==> config.mk <==
export PLATFORM = sky130hd
export DESIGN_NAME = ttt_board_ctrl_flat
export DESIGN_NICKNAME = d
export VERILOG_FILES = /design/src/rtl/ttt_board_ctrl_if.sv /design/src/rtl/ttt_board_ctrl.sv /design/src/flat_wrapper.sv
export SDC_FILE = /design/constraint.sdc
export NUM_CORES = 1
export LEC_CHECK = 0
export ABC_AREA = 0
export CORE_MARGIN = 2
export CORE_UTILIZATION = 50
export CTS_CLUSTER_SIZE = 12
export DETAILED_ROUTE_END_ITERATION = 7
export GPL_TIMING_DRIVEN = 0
export PLACE_DENSITY = 0.79
export REMOVE_ABC_BUFFERS = 1
export SLEW_MARGIN = 20
export SYNTH_ARGS = -nofsm -noshare
export SYNTH_HDL_FRONTEND = slang
export SYNTH_SLANG_ARGS = --single-unit
==> constraint.sdc <==
create_clock -name clk -period 2.11 [get_ports clk]
set_input_delay 0.3165 -clock clk [delete_from_list [all_inputs] [get_ports clk]]
set_output_delay 0.3165 -clock clk [all_outputs]
set_load 0.005 [all_outputs]
==> src/rtl/ttt_board_ctrl_if.sv <==
// Move handshake between the move source and the tic-tac-toe board controller.
interface ttt_board_ctrl_if;
  logic       move_valid;
  logic [3:0] move_pos;
  logic       move_ready;

  // Move source: offers a cell index, watches for the controller being ready.
  modport master (
    output move_valid,
    output move_pos,
    input  move_ready
  );

  // Board controller: takes moves, advertises when it can accept one.
  modport slave (
    input  move_valid,
    input  move_pos,
    output move_ready
  );
endinterface

==> src/rtl/ttt_board_ctrl.sv <==
// Tic-tac-toe game controller: holds the board, validates moves, tracks
// turns, per-turn timeout and game end, and drives the board plus the
// side-to-move to the downstream win-threat checker.
module ttt_board_ctrl #(
  parameter logic [2:0]  P1_CODE     = 3'd3,
  parameter logic [2:0]  P2_CODE     = 3'd0,
  parameter logic [2:0]  EMPTY_CODE  = 3'd4,
  parameter int unsigned TIMEOUT_CYC = 1000
) (
  input  logic            clk,
  input  logic            rst_n,
  input  logic            new_game,
  ttt_board_ctrl_if.slave mv,
  output logic            move_err,
  output logic            timeout,
  output logic [2:0]      v11,
  output logic [2:0]      v12,
  output logic [2:0]      v13,
  output logic [2:0]      v21,
  output logic [2:0]      v22,
  output logic [2:0]      v23,
  output logic [2:0]      v31,
  output logic [2:0]      v32,
  output logic [2:0]      v33,
  output logic            p,
  output logic [3:0]      move_cnt,
  output logic            game_over,
  output logic [1:0]      winner
);

  localparam int CNT_W = $clog2(TIMEOUT_CYC);
  localparam logic [CNT_W-1:0] TCNT_LAST = CNT_W'(TIMEOUT_CYC - 1);

  typedef enum logic [1:0] {
    S_PLAY,
    S_EVAL,
    S_OVER
  } state_t;

  state_t           state;
  logic [8:0][2:0]  board;
  logic [CNT_W-1:0] tcnt;
  logic             last_mover;
  logic             accept_p0;
  logic [2:0]       mark_p0;

  // True when pos addresses a real cell that is still empty; indices 9..15
  // never match a loop value and so read as occupied.
  function automatic logic cell_empty(input logic [8:0][2:0] b,
                                      input logic [3:0]      pos);
    logic e;
    e = 1'b0;
    for (int i = 0; i < 9; i++) begin
      if (pos == 4'(i)) e = (b[i] == EMPTY_CODE);
    end
    return e;
  endfunction

  function automatic logic three(input logic [2:0] a,
                                 input logic [2:0] c,
                                 input logic [2:0] d,
                                 input logic [2:0] code);
    return (a == code) && (c == code) && (d == code);
  endfunction

  // Any of the 8 lines (rows, columns, diagonals) fully owned by code.
  function automatic logic line_found(input logic [8:0][2:0] b,
                                      input logic [2:0]      code);
    return three(b[0], b[1], b[2], code) ||
           three(b[3], b[4], b[5], code) ||
           three(b[6], b[7], b[8], code) ||
           three(b[0], b[3], b[6], code) ||
           three(b[1], b[4], b[7], code) ||
           three(b[2], b[5], b[8], code) ||
           three(b[0], b[4], b[8], code) ||
           three(b[2], b[4], b[6], code);
  endfunction

  assign mv.move_ready = (state == S_PLAY);
  assign game_over     = (state == S_OVER);

  assign accept_p0 = mv.move_valid && cell_empty(board, mv.move_pos);
  assign mark_p0   = p ? P1_CODE : P2_CODE;

  assign v11 = board[0];
  assign v12 = board[1];
  assign v13 = board[2];
  assign v21 = board[3];
  assign v22 = board[4];
  assign v23 = board[5];
  assign v31 = board[6];
  assign v32 = board[7];
  assign v33 = board[8];

  // Game FSM: move acceptance, one-cycle line evaluation, turn timeout, restart.
  always_ff @(posedge clk) begin
    if (!rst_n || new_game) begin
      for (int i = 0; i < 9; i++) board[i] <= EMPTY_CODE;
      p          <= 1'b1;
      move_cnt   <= 4'd0;
      tcnt       <= '0;
      move_err   <= 1'b0;
      timeout    <= 1'b0;
      winner     <= 2'b00;
      last_mover <= 1'b1;
      state      <= S_PLAY;
    end else begin
      move_err <= 1'b0;
      timeout  <= 1'b0;
      case (state)
        S_PLAY: begin
          if (accept_p0) begin
            for (int i = 0; i < 9; i++) begin
              if (mv.move_pos == 4'(i)) board[i] <= mark_p0;
            end
            last_mover <= p;
            p          <= ~p;
            move_cnt   <= move_cnt + 4'd1;
            tcnt       <= '0;
            state      <= S_EVAL;
          end else begin
            // A rejected move does not restart the turn clock.
            if (mv.move_valid) move_err <= 1'b1;
            if (tcnt == TCNT_LAST) begin
              p       <= ~p;
              tcnt    <= '0;
              timeout <= 1'b1;
            end else begin
              tcnt <= tcnt + 1'b1;
            end
          end
        end
        S_EVAL: begin
          tcnt <= '0;
          if (line_found(board, last_mover ? P1_CODE : P2_CODE)) begin
            winner <= last_mover ? 2'b01 : 2'b10;
            state  <= S_OVER;
          end else if (move_cnt == 4'd9) begin
            winner <= 2'b11;
            state  <= S_OVER;
          end else begin
            state <= S_PLAY;
          end
        end
        S_OVER: begin
          tcnt <= '0;
        end
        default: begin
          state <= S_PLAY;
        end
      endcase
    end
  end

endmodule

==> src/flat_wrapper.sv <==
// flat-port wrapper written by rule: the top's interface ports become plain ports
module ttt_board_ctrl_flat 
#(
  parameter logic [2:0]  P1_CODE     = 3'd3,
  parameter logic [2:0]  P2_CODE     = 3'd0,
  parameter logic [2:0]  EMPTY_CODE  = 3'd4,
  parameter int unsigned TIMEOUT_CYC = 1000
)
  (clk, rst_n, new_game, move_err, timeout, v11, v12, v13, v21, v22, v23, v31, v32, v33, p, move_cnt, game_over, winner, mv_move_valid, mv_move_pos, mv_move_ready);
  ttt_board_ctrl_if mv_i ();
  input  logic clk;
  input  logic rst_n;
  input  logic new_game;
  output logic move_err;
  output logic timeout;
  output logic [2:0] v11;
  output logic [2:0] v12;
  output logic [2:0] v13;
  output logic [2:0] v21;
  output logic [2:0] v22;
  output logic [2:0] v23;
  output logic [2:0] v31;
  output logic [2:0] v32;
  output logic [2:0] v33;
  output logic p;
  output logic [3:0] move_cnt;
  output logic game_over;
  output logic [1:0] winner;
  input wire logic [$bits(mv_i.move_valid)-1:0] mv_move_valid;
  input wire logic [$bits(mv_i.move_pos)-1:0] mv_move_pos;
  output wire logic [$bits(mv_i.move_ready)-1:0] mv_move_ready;
  assign mv_i.move_valid = mv_move_valid;
  assign mv_i.move_pos = mv_move_pos;
  assign mv_move_ready = mv_i.move_ready;
  ttt_board_ctrl #(.P1_CODE(P1_CODE), .P2_CODE(P2_CODE), .EMPTY_CODE(EMPTY_CODE), .TIMEOUT_CYC(TIMEOUT_CYC)) u_core (.clk(clk), .rst_n(rst_n), .new_game(new_game), .mv(mv_i), .move_err(move_err), .timeout(timeout), .v11(v11), .v12(v12), .v13(v13), .v21(v21), .v22(v22), .v23(v23), .v31(v31), .v32(v32), .v33(v33), .p(p), .move_cnt(move_cnt), .game_over(game_over), .winner(winner));
endmodule
==> results summary, run 1 <==
The flow ran to the end, but the final reports show violations. The checks that failed: setup timing. For this run, the top clock speed supported by timing is 472 MHz. The biggest area consumer among synthesized cells is dfxtp_1.

The clock buffer count from CTS is 5. The clock latency at the later pin of the worst-skew pair came out at 0.29 ns. The final sum of negative setup slack came out at -0.00980 ns. The global route total overflow came out at 0. The number of buffers and inverters on the critical path is 1.

For this design, the slowest cell found on the critical path is or4_4. The TritonCTS clock tree is yes. The non-filler instance count after layout is 372.

The worst endpoint data arrival time came out at 2.33 ns. The highest ir drop seen on vdd came out at 0.000420 V. The flop and latch count out of synthesis came out at 40.

The number of distinct library cells after synthesis came out at 61. Global routing used 23.2% of the available tracks across all layers. The die boundary width is 72.7 um. The post-synthesis cell count came out at 275. The share of flip-flops with an asynchronous set or reset came out at 0%.

The stage delay of the slowest cell on the critical path is 0.55 ns. The H-tree depth reported by CTS is 2. At the worst endpoint, the required time is 2.32 ns. The final clock period utilization by the worst path is 100%. The tool flagged a number of max-cap violations equal to 0.

After floorplanning, the core was divided into 24 placement rows. Setup repair after global routing could not meet its margin everywhere. The final routed DRC violation total is 0. The total of endpoints with negative setup slack in the final report is 1. For this block, the routed nets add up to 6190 um of wire. Setup slack on the critical path of the routed design comes to -0.00980 ns. The relative area change from synthesis to final layout came out at 30.1%. The repair_antennas step left the layout with diodes totalling 0.

The maximum net fanout on the critical path is 5. In this run the static leakage power is 0.981 nW. The net count of the finished layout is 334. STA classifies the critical path endpoint as a register. The average footprint of a synthesized cell came out at 8.57 sq um. The top cell type's share of synthesized area came out at 34.0%. The worst pin sits at a relative slew slack of 32.5%. The detailed placer's ending HPWL is 4040 um.

The number of vias in the routed layout is 2331. The number of global-route vias before repair came to 1968. The slew at the pin with the worst max-slew slack came out at 1.01 ns. The remaining antenna violation count is 0. Entering global routing, the biggest net connects 25 pins. Clock-pin slew was measured on the worst setup and hold paths at 0.08 ns. After synthesis, flip-flops and latches occupy 34.0% of the total area. The die extent in y came out at 72.7 um. 46 I/O pins were placed.

The share of layout cells above drive strength 1 is 19.4%. After the first detailed-routing iteration, the DRC count stood at 175. By area the synthesized netlist is led by dfxtp_1 34%, nor2_1 4.3%, ha_1 3.7%. The post-route core utilization came out at 69.0%. No sink is reached through more buffers than the 2 on the longest clock path. Among all flip-flop cells after synthesis, the most frequent one is dfxtp_1.

The CTS sink count is 40. The register area came out at 820 sq um. The power density normalized to cell area came out at 499 mW/mm^2.

The weighted congestion at the end of routability-driven global placement came out at 0.821. The tree is rooted in a clkbuf_8. The cell count after placement is 350. The cell area after synthesis came out at 0.00236 sq mm.

The area used by multi-input combinational logic came out at 0.00145 sq mm. After filler insertion, the fill cell instance count of the layout stands at 343. The die covers 0.00528 sq mm. The first detailed-routing pass took 5 iterations. The region available for standard cell placement spans 0.00444 sq mm. By count the netlist is led by 40 x dfxtp_1, 27 x nor2_1, 16 x nand2_1, 16 x nand3_1, 12 x inv_1. The number of synthesis warnings is 0. After detailed routing, the average wire length per cell comes to 16.6 um. The critical path is of the reg -> reg type. The count of port buffers added during placement is 45. The power consumption is 1.53 mW. On the final layout, the worst clock skew is 0.00604 ns. The class of the tightest hold or removal check is reg -> reg. The minimum clock period came out at 2.12 ns. OpenSTA, run right after detailed placement, puts the worst setup slack at -0.846 ns. The initial antenna violation count is 0. Once the floorplan was initialized, standard cells occupied 53.0% of the core. The via density per instance came out at 6.27. The number of slew-limit violations in the final report came out at 0. The kind of start point of the critical path is a register. The most used standard cell by instance count after synthesis is dfxtp_1. The signal on the critical path passes through and4bb_1 > or4_4 > o31a_1 > o21ai_4 > buf_12 > a41oi_1 > o22ai_1. Grouping stages by cell kind, the critical path spends the most delay in simple AND/OR/NAND/NOR gates. The count of flip-flops with a built-in enable after synthesis came out at 0. The number of failing hold endpoints at the final stage is 0. The global-route wire length before repair is 9690 um.
==> layout make-up <==
cell class / count / area share [%]
multi-input cells: 199 / 47.3
flip-flops and latches: 40 / 26.7
repair buffers: 61 / 19.2
clock buffers: 6 / 2.69
well taps: 52 / 2.12
inverters: 12 / 1.47
clock inverters: 2 / 0.490
==> cells in the final DEF, fill, tap and decap left out, types with 3 or more instances in the layout <==
cell type         n
nor4b_1           3
xnor2_1           3
dfxtp_2           6
o22ai_1           6
nor3_1            6
a31oi_1           9
ha_1              7
clkbuf_8          6
a32o_1            4
a41oi_1           8
nor2_1           26
nand2b_1          3
nand4_1           6
and2_1            7
or4_4             3
dfxtp_4           3
buf_6             3
xor2_1            4
dfxtp_1          31
inv_1            12
buf_4            10
nand3_1          16
a21oi_2           4
o21ai_0           4
nand2_1          16
or3_1             7
a211oi_1          3
a21oi_1           4
clkdlybuf4s50_1  41
==> stage by stage <==
step	area, sq um	hold slack [ns]
floorplan	2210	0.467
global placement	2730	0.488
detailed placement	2760	0.502
CTS	2980	0.512
global route	3070	0.527
finish	3070	0.508
==> logic make-up (layout without fill, tap and decap cells) <==
family          Yosys count  after routing  share of synthesized area, %
xor+xnor                  7              7                          2.60
compound gates           67             67                          23.2
simple gates            118            118                          28.5
fa+ha+maj                 7              7                          3.72
flops                    40             40                          34.0
buf+inv                  36             81                          8.07
==> repair_timing <==
item | CTS | global route
resized for setup | 23 | 18
gates cloned | 0 | 0
hold buffers | 0 | 0
endpoints found under the setup margin | 38 | 20
setup buffers | 7 | 7
pin swaps | 3 | 11
==> flip-flops by register name (all words and copies together) (netlist names) <==
register,count
u_core.v21,2
u_core.p,1
u_core.tcnt,10
u_core.v11,2
u_core.move_err,1
u_core.v33,2
u_core.last_mover,1
u_core.winner,2
u_core.v31,2
u_core.v23,2
u_core.v32,2
u_core.state,2
u_core.v22,2
u_core.move_cnt,4
u_core.v13,2
u_core.timeout,1
u_core.v12,2
==> per-layer routing <==
layer / wire [um] / share of wire, % / track usage [%]
met1: 2720 / 44 / 33.7
met2: 2880 / 47 / 34.9
met3: 485 / 7.8 / 4.14
met4: 100 / 1.6 / 7.00
met5: 0 / 0 / 0
==> power breakdown <==
part | total (mW) | internal [mW] | switching (mW)
Clock | 0.545 | 0.265 | 0.280
Combinational | 0.214 | 0.0992 | 0.115
Sequential | 0.771 | 0.758 | 0.0121
Total | 1.53 | 1.12 | 0.407
==> worst paths after layout <==
check        slack [ns]  cells after the start                       start                           to
max               -0.01                      7  u_core.v23[2]$_SDFFE_PP1P_  u_core.tcnt[2]$_SDFFE_PP0P_
min                0.51                      2  u_core.v23[1]$_SDFFE_PP0P_   u_core.v23[1]$_SDFFE_PP0P_
max reg2reg       -0.01                      7  u_core.v23[2]$_SDFFE_PP1P_  u_core.tcnt[2]$_SDFFE_PP0P_
min reg2reg        0.51                      2  u_core.v23[1]$_SDFFE_PP0P_   u_core.v23[1]$_SDFFE_PP0P_
==> tightest hold or removal path, stage by stage, from the launching register on <==
cell	delay [ns]
dfxtp_4	0.36
a41oi_1	0.04
nor2_1	0.07
Note: power is estimated with default switching activity, not from simulation.
==> inputs of run 2 (changes only) <==
--- a/config.mk
+++ b/config.mk
@@ -8,9 +8,11 @@
 export ABC_AREA = 0
 export CORE_MARGIN = 2
 export CORE_UTILIZATION = 50
+export CTS_CLUSTER_DIAMETER = 30
 export CTS_CLUSTER_SIZE = 12
 export DETAILED_ROUTE_END_ITERATION = 7
 export GPL_TIMING_DRIVEN = 0
+export MAX_ROUTING_LAYER = met4
 export PLACE_DENSITY = 0.79
 export REMOVE_ABC_BUFFERS = 1
 export SLEW_MARGIN = 20
==> run 2 against run 1 <==
The flow still finishes with violations (setup timing). Cell area unchanged. Via count increased by 1.2%. Largest cell class unchanged. Highest routed layer unchanged. Largest power group unchanged. Power about the same. First-iteration DRC count decreased by 0.57%. Critical path depth unchanged. Final cell count unchanged. Wire length increased by 0.63%. Critical endpoint unchanged.
==> results summary, run 2 (synthesized netlist as in run 1, its figures left out) <==
The run finished, with violations left. The checks that failed: setup timing. The initial core utilization is 53.0% (unchanged). The CTS sink count came out at 40 (unchanged). The pin count of the biggest net entering global routing is 25 (unchanged). The share of layout cells above drive strength 1 came out at 19.4% (unchanged). The area of the core is 0.00444 sq mm (unchanged). The highest ir drop seen on vdd came out at 0.000421 V (about the same). The number of optimization iterations in the first detailed-route pass came out at 5 (unchanged). The buffer levels on the longest clock path came out at 2 (unchanged). The number of failing hold endpoints at the final stage came out at 0 (unchanged).

Traced cell by cell, the critical path runs through and4bb_1 > or4_4 > o31a_1 > o21ai_4 > buf_12 > a41oi_1 > o22ai_1. STA classifies the critical path startpoint as a register. The via density per instance came to 6.34 (+1.2%).

The number of global-route vias before repair came out at 1974 (+0.30%). The clock latency at the later pin of the worst-skew pair came to 0.29 ns (about the same). Leaving out fill and tap cells, the most frequent cell in the layout is clkdlybuf4s50_1. The static leakage came out at 0.981 nW (unchanged). The power density normalized to cell area is 499 mW/mm^2 (about the same). The H-tree depth reported by CTS came to 2 (unchanged).

The row count came out at 24 (unchanged). The number of fillers in the final layout is 343 (unchanged). The count of port buffers added during placement came out at 45 (unchanged). The initial detailed-routing violation count came out at 174 (-0.57%). The placement-stage cell area is 0.00276 sq mm (unchanged). The final setup slack of the worst path is -0.00741 ns (+0.00239 ns).

The count of max-cap constraint violations is 0 (unchanged). More flip-flops sit in one register than any other, and that register is u_core.tcnt. The worst relative slew slack is 32.7% (+0.18 points). The net count of the finished layout is 334 (unchanged). The total die area came out at 0.00528 sq mm (unchanged). The critical path is of the reg -> reg type. The final routed DRC violation total came out at 0 (unchanged). The count of hold-fix buffers inserted at cts is 0 (unchanged). The maximum clock skew at final layout came out at 0.00583 ns (-0.000205 ns). The die boundary width is 72.7 um (unchanged). The clock buffer count from CTS came out at 5 (unchanged). The relative area change from synthesis to final layout is 30.1% (unchanged).

The number of slew-limit violations in the final report is 0 (unchanged). The I/O pin count came out at 46 (unchanged). The wire length per cell after detailed routing is 16.7 um (+0.63%).

The overall fraction of global-route tracks in use came out at 23.7% (+0.56 points). The final clock period utilization by the worst path is 100% (-0.11 points). The flip-flop count of the largest register, all copies and words added came out at 10 (unchanged).

The maximum net fanout on the critical path came out at 5 (unchanged). The setup slack after placement came to -0.846 ns (unchanged). In the layout the commonest cells are 41 x clkdlybuf4s50_1, 31 x dfxtp_1, 26 x nor2_1.

The antenna cell count was 0 (unchanged). The minimum clock period came out at 2.12 ns (-0.00239 ns). In this run the worst hold path is classified as reg -> reg. The clock transition time at the flip-flop clock pins of the worst setup and hold paths is 0.08 ns (about the same).

The global-route wire length before repair was 9630 um (-0.57%). The slew at the pin with the worst max-slew slack was 1.01 ns (-0.00273 ns). The remaining antenna violation count came to 0 (unchanged). The sum of routed wire length over all layers is 6230 um (+0.63%). Setup repair after global routing could not meet its margin everywhere.

The die extent in y came out at 72.7 um (unchanged). The cell with the largest stage delay on the worst path is or4_4. The weighted congestion at the end of routability-driven global placement came out at 0.833 (+1.5%).

The endpoint kind of the worst setup timing path is a register. The initial antenna violation count is 0 (unchanged). The achievable frequency was 472 MHz (+0.11%). Clock tree synthesis selected as its root buffer the cell clkbuf_8. The global route total overflow is 0 (unchanged).

The number of vias in the routed layout is 2358 (+1.2%). The stage delay of the slowest cell on the critical path is 0.56 ns (about the same). The worst endpoint required time is 2.32 ns (about the same). The total of endpoints with negative setup slack in the final report came to 1 (unchanged). In the final layout, the registers with the most flip-flops are u_core.tcnt x10, u_core.move_cnt x4. The worst endpoint data arrival time is 2.33 ns (about the same).

The final cell area excluding filler cells is 0.00307 sq mm (unchanged). The detailed placer's ending HPWL is 4040 um (unchanged). TritonCTS built the clock tree.
==> run 2: cell type report <==
cell class	instances	area [sq um]	share of cell area, %
flip-flops and latches	40	820	26.7
clock inverters	2	15.0	0.490
multi-input cells	199	1450	47.3
inverters	12	45.0	1.47
repair buffers	61	589	19.2
clock buffers	6	82.6	2.69
well taps	52	65.1	2.12
==> run 2: per-layer routing <==
layer | global-route usage, % | wire, um
met1 | 33.3 | 2760
met2 | 35.1 | 2910
met3 | 4.14 | 454
met4 | 7.00 | 105
met5 | - | 0
==> run 2: what timing repair did <==
action / 4_1_cts / 5_1_grt
setup buffers: 7 / 7
gates resized for setup: 23 / 18
pin swaps: 3 / 11
setup endpoints to repair: 38 / 20
==> run 2: final timing paths <==
check                                end  cells past startpoint                  startpoint  slack [ns]
max          u_core.tcnt[2]$_SDFFE_PP0P_                      7  u_core.v23[2]$_SDFFE_PP1P_      -0.007
min           u_core.v23[1]$_SDFFE_PP0P_                      2  u_core.v23[1]$_SDFFE_PP0P_        0.51
max reg2reg  u_core.tcnt[2]$_SDFFE_PP0P_                      7  u_core.v23[2]$_SDFFE_PP1P_      -0.007
min reg2reg   u_core.v23[1]$_SDFFE_PP0P_                      2  u_core.v23[1]$_SDFFE_PP0P_        0.51
==> run 2: report_power, final <==
part | total (mW) | switching, mW | internal (mW) | leakage [nW]
combinational | 0.214 | 0.115 | 0.0992 | 0.611
clock | 0.545 | 0.280 | 0.265 | 0.0434
sequential | 0.771 | 0.0124 | 0.758 | 0.327
total | 1.53 | 0.408 | 1.12 | 0.981
==> run 2: stage by stage <==
step                      std cells  setup TNS (ns)  power [mW]  util, %  hold WS (ns)
after floorplan                 251           -2.52       0.894        -         0.467
after global placement          348          -38.61       0.956     61.4         0.488
after detailed placement        350          -24.46       0.966     62.1         0.502
after CTS                       365               0        1.53     66.9         0.512
after global routing            372          -0.321        1.58     69.0         0.527
final                           372        -0.00741        1.53     69.0         0.508
==> run 2: critical path: cells and delay by family, from the launching register on <==
family	cells	cell delay (ns)
and+or+nand+nor	2	0.78
buffers and inverters	1	0.15
DFF	1	0.35
AOI/OAI and AO/OA	4	0.75
==> inputs of run 3 (changes only) <==
--- a/config.mk
+++ b/config.mk
@@ -8,9 +8,10 @@
 export ABC_AREA = 0
 export CORE_MARGIN = 2
 export CORE_UTILIZATION = 50
-export CTS_CLUSTER_DIAMETER = 30
+export CTS_CLUSTER_DIAMETER = 120
 export CTS_CLUSTER_SIZE = 12
 export DETAILED_ROUTE_END_ITERATION = 7
+export GPL_ROUTABILITY_DRIVEN = 0
 export GPL_TIMING_DRIVEN = 0
 export MAX_ROUTING_LAYER = met4
 export PLACE_DENSITY = 0.79
==> results of run 3 <==
Same layout as run 2: the final DEF is identical, and so are final timing and power.
